`src/rtl/cs161_mc_control.sv`:
```
// cs161 multi-cycle MIPS control unit.
// Moore FSM driving datapath strobes, with retire counter and illegal-op halt.
module cs161_mc_control #(
  parameter int         CNT_WIDTH   = 32,
  parameter logic [3:0] ALUOP_ADD   = 4'b0000,
  parameter logic [3:0] ALUOP_SUB   = 4'b0001,
  parameter logic [3:0] ALUOP_FUNCT = 4'b0010
) (
  input  logic                 clk,
  input  logic                 rst,
  input  logic [5:0]           instr_op,
  input  logic                 mem_ready,
  output logic                 pc_write,
  output logic                 pc_write_cond,
  output logic [1:0]           pc_source,
  output logic                 i_or_d,
  output logic                 mem_read,
  output logic                 mem_write,
  output logic                 ir_write,
  output logic                 mem_to_reg,
  output logic                 reg_dst,
  output logic                 reg_write,
  output logic                 alu_src_a,
  output logic [1:0]           alu_src_b,
  output logic [3:0]           alu_op,
  output logic                 illegal_op,
  output logic [CNT_WIDTH-1:0] retired,
  output logic [3:0]           state_dbg
);

  localparam logic [5:0] OP_R   = 6'h00;
  localparam logic [5:0] OP_LW  = 6'h23;
  localparam logic [5:0] OP_SW  = 6'h2B;
  localparam logic [5:0] OP_BEQ = 6'h04;
  localparam logic [5:0] OP_ADI = 6'h08;
  localparam logic [5:0] OP_J   = 6'h02;

  typedef enum logic [3:0] {
    S_IDLE      = 4'd0,
    S_FETCH     = 4'd1,
    S_DECODE    = 4'd2,
    S_MEM_ADDR  = 4'd3,
    S_MEM_READ  = 4'd4,
    S_MEM_WB    = 4'd5,
    S_MEM_WRITE = 4'd6,
    S_R_EXEC    = 4'd7,
    S_R_WB      = 4'd8,
    S_BRANCH    = 4'd9,
    S_I_EXEC    = 4'd10,
    S_I_WB      = 4'd11,
    S_JUMP      = 4'd12,
    S_HALT      = 4'd13
  } state_t;

  state_t     state;
  logic [5:0] op_q;
  logic       retire;

  always_comb begin
    retire = 1'b0;
    case (state)
      S_MEM_WB, S_R_WB, S_BRANCH,
      S_I_WB, S_JUMP: retire = 1'b1;
      S_MEM_WRITE:    retire = mem_ready;
      default:        retire = 1'b0;
    endcase
  end

  always_ff @(posedge clk) begin
    if (rst) begin
      state   <= S_IDLE;
      op_q    <= '0;
      retired <= '0;
    end else begin
      if (retire)
        retired <= retired + CNT_WIDTH'(1);
      case (state)
        S_IDLE:  state <= S_FETCH;
        S_FETCH: if (mem_ready) state <= S_DECODE;
        S_DECODE: begin
          op_q <= instr_op;
          case (instr_op)
            OP_R:         state <= S_R_EXEC;
            OP_LW, OP_SW: state <= S_MEM_ADDR;
            OP_BEQ:       state <= S_BRANCH;
            OP_ADI:       state <= S_I_EXEC;
            OP_J:         state <= S_JUMP;
            default:      state <= S_HALT;
          endcase
        end
        S_MEM_ADDR:
          state <= (op_q == OP_LW) ? S_MEM_READ : S_MEM_WRITE;
        S_MEM_READ:  if (mem_ready) state <= S_MEM_WB;
        S_MEM_WB:    state <= S_FETCH;
        S_MEM_WRITE: if (mem_ready) state <= S_FETCH;
        S_R_EXEC:    state <= S_R_WB;
        S_R_WB:      state <= S_FETCH;
        S_BRANCH:    state <= S_FETCH;
        S_I_EXEC:    state <= S_I_WB;
        S_I_WB:      state <= S_FETCH;
        S_JUMP:      state <= S_FETCH;
        S_HALT:      state <= S_HALT;
        default:     state <= S_IDLE;
      endcase
    end
  end

  // FETCH strobes follow mem_ready so IR/PC load only on the completing cycle
  always_comb begin
    pc_write      = 1'b0;
    pc_write_cond = 1'b0;
    pc_source     = 2'b00;
    i_or_d        = 1'b0;
    mem_read      = 1'b0;
    mem_write     = 1'b0;
    ir_write      = 1'b0;
    mem_to_reg    = 1'b0;
    reg_dst       = 1'b0;
    reg_write     = 1'b0;
    alu_src_a     = 1'b0;
    alu_src_b     = 2'b00;
    alu_op        = 4'b0000;
    illegal_op    = 1'b0;
    case (state)
      S_FETCH: begin
        mem_read  = 1'b1;
        alu_src_b = 2'b01;
        alu_op    = ALUOP_ADD;
        ir_write  = mem_ready;
        pc_write  = mem_ready;
      end
      S_DECODE: begin
        alu_src_b = 2'b11;
        alu_op    = ALUOP_ADD;
      end
      S_MEM_ADDR, S_I_EXEC: begin
        alu_src_a = 1'b1;
        alu_src_b = 2'b10;
        alu_op    = ALUOP_ADD;
      end
      S_MEM_READ: begin
        mem_read = 1'b1;
        i_or_d   = 1'b1;
      end
      S_MEM_WB: begin
        reg_write  = 1'b1;
        mem_to_reg = 1'b1;
      end
      S_MEM_WRITE: begin
        mem_write = 1'b1;
        i_or_d    = 1'b1;
      end
      S_R_EXEC: begin
        alu_src_a = 1'b1;
        alu_op    = ALUOP_FUNCT;
      end
      S_R_WB: begin
        reg_write = 1'b1;
        reg_dst   = 1'b1;
        alu_op    = ALUOP_FUNCT;
      end
      S_BRANCH: begin
        alu_src_a     = 1'b1;
        alu_op        = ALUOP_SUB;
        pc_write_cond = 1'b1;
        pc_source     = 2'b01;
      end
      S_I_WB:  reg_write = 1'b1;
      S_JUMP: begin
        pc_write  = 1'b1;
        pc_source = 2'b10;
      end
      S_HALT:  illegal_op = 1'b1;
      default: ;
    endcase
  end

  assign state_dbg = state;

endmodule

```
`config.mk`:
```
export PLATFORM = sky130hd
export DESIGN_NAME = cs161_mc_control
export DESIGN_NICKNAME = d
export VERILOG_FILES = /design/src/rtl/cs161_mc_control.sv
export SDC_FILE = /design/constraint.sdc
export NUM_CORES = 1
export LEC_CHECK = 0
export CAP_MARGIN = 20
export CORE_MARGIN = 1
export CORE_UTILIZATION = 30
export CTS_CLUSTER_SIZE = 40
export DETAILED_ROUTE_END_ITERATION = 16
export PLACE_DENSITY_LB_ADDON = 0.2
export RECOVER_POWER = 25
export SETUP_SLACK_MARGIN = 0.05
export SYNTH_ARGS = -nofsm -noshare
export SYNTH_HDL_FRONTEND = slang
export SYNTH_SLANG_ARGS = --single-unit
```
`constraint.sdc`:
```
create_clock -name clk -period 1.9 [get_ports clk]
set_clock_uncertainty 0.15 [all_clocks]
set_input_delay 0.38 -clock clk [delete_from_list [all_inputs] [get_ports clk]]
set_output_delay 0.38 -clock clk [all_outputs]
set_load 0.005 [all_outputs]
```
; Word level (Yosys, flattened, before mapping)
; Index checks and enable logic that the tools add are counted.
[totals]
regBits = 42
latchBits = 0
input_bits = 9
mem_bits_rw = 0
elab_cells = 59
n_memories = 0
rom_bits = 0
out_inout_bits = 55
[op_classes]
n_shift = 0
add_sub_neg = 1
eq_ne = 22
order_cmp = 0
n_reduce_logical = 12
div = 0
mux = 21
bitwise_logic = 0
multipliers = 0
[ops]
columns = cell, n
row1 = case mux 4 bit (9 select lines), 1
row2 = "adder 32 x 1 -> 32 bit, second input constant", 1
row3 = "== test 4 bit, second input constant", 6
row4 = case mux 4 bit (5 select lines), 1
row5 = "== test 6 bit, second input constant", 3
row6 = "== test 4 x 3 -> 1 bit, second input constant", 4
row7 = 2-to-1 mux 4 bit, 3
row8 = 2-to-1 mux 1 bit, 10
row9 = OR reduction 2 bit, 5
row10 = "== test 4 x 2 -> 1 bit, second input constant", 2
row11 = case mux 2 bit (2 select lines), 2
row12 = "== test 6 x 2 -> 1 bit, second input constant", 1
row13 = "== test 6 x 3 -> 1 bit, second input constant", 1
row14 = "== test 6 x 4 -> 1 bit, second input constant", 1
row15 = zero test 6 bit, 1
row16 = "inequality test 2 bit, second input constant", 3
row17 = case mux 2 bit (3 select lines), 1
row18 = OR reduction 6 bit, 1
row19 = OR reduction 5 bit, 1
row20 = "== test 4 x 1 -> 1 bit, second input constant", 1
row21 = zero test 4 bit, 1
row22 = case mux 1 bit (2 select lines), 2
row23 = OR reduction 4 bit, 1
row24 = AND reduction 3 bit, 1
row25 = other kinds (2), 2

; Logic depth before layout (Yosys ltp)
[depth]
word_depth = 4
ltp_mapped = 8

; Worst setup path before layout
; No wires, ideal clock.
[synth_timing]
path_kind = flip-flop to flip-flop
start = register retired[0]
end = register retired[24]
period_less_slack_ps = 1981
setup_time_ps = 70
stages_incl_launch_ff = 9
t_arrival_ps = 1760
slack_ps = -81
path_cell_list = dfxtp_1 ha_1 and2_1 clkbuf_1 and3_1 o2111ai_1 buf_2 or3_1 a21oi_1
[synth_via]
elab_chain_len = 1
[synth_lines]
columns = element, line
row1 = from (decl), 27  ; output logic [CNT_WIDTH-1:0] retired,
row2 = from (signal assigned), 76  ; retired <= retired + CNT_WIDTH'(1);
row3 = adder 32 x 1 -> 32 bit, 76
; No other way between the ends.
; A chain may end at the register's enable or synchronous reset.

; Worst setup path after layout
[layout_timing]
start = register state[1] (netlist: state_dbg[1])
end = output reg_write
[layout_via]
elab_chain_len = 3
word_cells_on_any_way = 5
classes_between = eq/ne: 3 / mux: 1 / reduce/logical: 1
[layout_lines]
columns = element, line
row1 = from (decl), 55  ; state_t state;
row2 = from (signal assigned), 92  ; state <= (op_q == OP_LW) ? S_MEM_READ : S_MEM_WRITE;
row3 = == test 4 bit or == test 4 x 3 -> 1 bit (tied branches), 124  ; case (state)
row4 = OR reduction 3 bit (no source line) (*), -
row5 = 2-to-1 mux 1 bit (*), 124
row6 = to (decl), 22  ; output logic reg_write,
; Every way passes the cells marked *; elsewhere a longest branch is shown, timed or not.

==> reports/qor.txt <==
Worst IR Drop VDD: 0.0004013 V
Register Area: 867.1 sq um
Initial antenna violation count: 0
Post-synth top area share: 36.40%
Post-synthesis async set-or-reset flop share: 0%
Worst skew pair latency: 0.30 ns
Final worst path period need: 1.963 ns
Total GRT Usage: 17.09%
Sequential area share after synthesis: 36.40%
Vias in the first global route: 2461
Worst min-delay path category: flip-flop to flip-flop
Top post-synthesis cells by area: dfxtp_1 (36%), xor2_1 (6.4%), nor2_1 (6.3%)
Final slew viol count: 0
Final ANT Viol Nets: 0
CTS Buf Count: 5
Number of distinct library cells after synthesis: 50
Worst EP arrival: 1.43 ns
Startpoint class of the critical path: flip-flop
Max Root-Sink Buffers: 2
Critical Path End Type: output pin
Row count: 31
Main combinational cell family by area after synthesis: simple AND/OR/NAND/NOR gates
Worst-path clk slew: 0.08 ns
Hold-fix buffers at CTS: 0
CP Class: flip-flop to output pin
Die area: 0.008054 sq mm
Cell Area, Synth: 0.002310 sq mm
First-pass GRT wire length: 11470 microns
Power per cell area: 512.2 mW/mm^2
Detailed Routing Iterations Pass 1: 4
Total Routed Length: 7019 microns
Per-cell routed wire length: 13.17 microns
Core ar.: 0.007331 sq mm
Primary FF master, synth: dfxtp_1
EDFF count, synth: 0
Post-synthesis mux area share: 3.467%
Detail Placement HPWL: 4870 microns
Final nets: 443
Largest net degree at the start of global routing: 40
Die W: 89.75 microns
Vias per cell: 5.009
Max-cap violations: 0
Most frequent cell after synthesis: dfxtp_1
DRT iter0 DRCs: 109
Final setup margin: -0.06284 ns
RSZ-0062 raised after global routing: yes
Area Growth Syn to Fin: 75.84%
Post-synthesis compound-gate area fraction: 20.42%
Seq cells post-synth: 42
Adder-Cell Fraction of Synth Area: 0.5417%
Period Utilization, post-route: 103.3%
Synth Instances: 286
Status: complete, but fails checks
Vias post-DR: 2670
H-tree levels: 2
Post-Place Cells: 502
Setup violations, final: 13
Synth Area per Inst: 8.076 sq um
Leading area contributor after synthesis: dfxtp_1
Violated checks: negative setup slack
Yosys warnings: 0
Simple-gate share of the synthesized area: 26.00%
Die height: 89.75 microns
Synth Area in XOR/XNOR: 7.963%
Starting Density: 31.51%
Final hold violations: 0
CP Max Fanout: 5
Fraction of layout cells with a size suffix above 1: 40.32%
Ant. Diodes: 0
Root Buffer: clkbuf_8
DRC: 0
Static leakage: 1.687 nW
Setup TNS: -0.2984 ns
Fill count: 673
F_max: 0.5095 GHz
Port Buf Inserts: 61
IO Pins: 64
Synth cell count leaders: dfxtp_1 (42), nor2_1 (39), a21oi_1 (20)
Number of clock sinks: 42
Worst EP required: 1.37 ns
Overflow after GRT: 0
Placer congestion estimate: 0.7718
CTS tree: done
Finished Layout Cells: 533
Footprint of the multi-input gates: 0.001602 sq mm
==> state kept, by name (all words and copies together) (netlist names) <==
| signal | cells |
|---|---|
| op_q | 6 |
| retired | 32 |
| state_dbg | 4 |
==> per-stage QoR <==
stage	setup WS (ns)	power (mW)	utilization, %	hold WS (ns)	instance area (sq um)
final	-0.06284	2.080	55.40	0.3437	4061
after global routing	-0.1405	2.172	55.40	0.3899	4061
after CTS	-0.08290	2.051	53.64	0.3548	3933
after global placement	-0.4266	1.377	48.44	0.3266	3551
after detailed placement	-0.4990	1.380	48.44	0.3352	3551
after floorplan	0.04734	1.136	-	0.3050	2364
==> routing by layer <==
metal / vias to the layer above / part of all wire [%] / global-route usage (%)
met5: - / 0 / 0
met4: 0 / 0.78 / 3.689
met3: 5 / 3.8 / 4.315
met2: 48 / 49 / 29.74
met1: 1282 / 47 / 21.18
li1: 1335 / - / -
==> layout by cell type (no fill, tap or decap), types with 3 or more instances in the layout <==
cell / n
dfxtp_2: 12
dlymetal6s2s_1: 3
a21oi_1: 18
or4_1: 3
and3_1: 6
a31oi_1: 3
nand4_1: 5
dfxtp_1: 27
nor2_4: 3
buf_6: 20
or3_1: 11
mux2i_1: 8
o2111ai_2: 3
buf_2: 8
xor2_1: 17
nand3_1: 8
nor2_1: 34
inv_1: 4
xnor2_1: 3
o21ai_0: 16
buf_4: 78
clkbuf_2: 8
clkdlybuf4s50_1: 37
dlygate4sd2_1: 4
dfxtp_4: 3
o211ai_1: 8
nand2b_4: 3
nand2_1: 14
nor3_4: 3
o2111ai_4: 4
clkbuf_8: 6
==> area by class of cell <==
| cell class | count | area share, % |
|---|---|---|
| Timing Repair Buffer | 160 | 33.46 |
| Clock buffer | 6 | 2.033 |
| Multi-Input combinational cell | 220 | 39.43 |
| Sequential cell | 42 | 21.35 |
| Tap cell | 99 | 3.050 |
| Inverter | 4 | 0.3697 |
| Clock inverter | 2 | 0.3081 |
==> critical path, cell delays in order, from the launching register on <==
cell and delay, ns:
dfxtp_4 0.37, buf_6 0.12, buf_4 0.12, buf_4 0.12, a21o_1 0.15, a21o_1 0.15
clkbuf_2 0.10
==> logic make-up after synthesis <==
| kind of cell | after synthesis |
|---|---|
| flops | 42 |
| buf+inv | 25 |
| mux | 8 |
| compound gates | 74 |
| fa+ha+maj | 1 |
| simple gates | 114 |
| other cells | 1 |
| xor+xnor | 21 |
==> worst paths after layout <==
kind	slack [ns]	depth (start not counted)	endpoint	startpoint
max	-0.06	6	reg_write	state_dbg[1]
min	0.34	2	op_q[2]	op_q[2]
max reg2reg	-0.05	8	retired[28]	state_dbg[3]
min reg2reg	0.34	2	op_q[2]	op_q[2]
==> what timing repair did <==
item	in CTS	in global routing
endpoints found under the setup margin	49	61
pin swaps	26	23
resized for setup	91	56
buffers inserted	13	13
==> power by group <==
| part | leakage, nW | internal (mW) | total [mW] | switching, mW |
|---|---|---|---|---|
| combinational | 1.29 | 0.299 | 0.550 | 0.250 |
| clock | 0.0472 | 0.292 | 0.614 | 0.322 |
| sequential | 0.347 | 0.900 | 0.916 | 0.0169 |
Power figures use the tool's default switching activity.
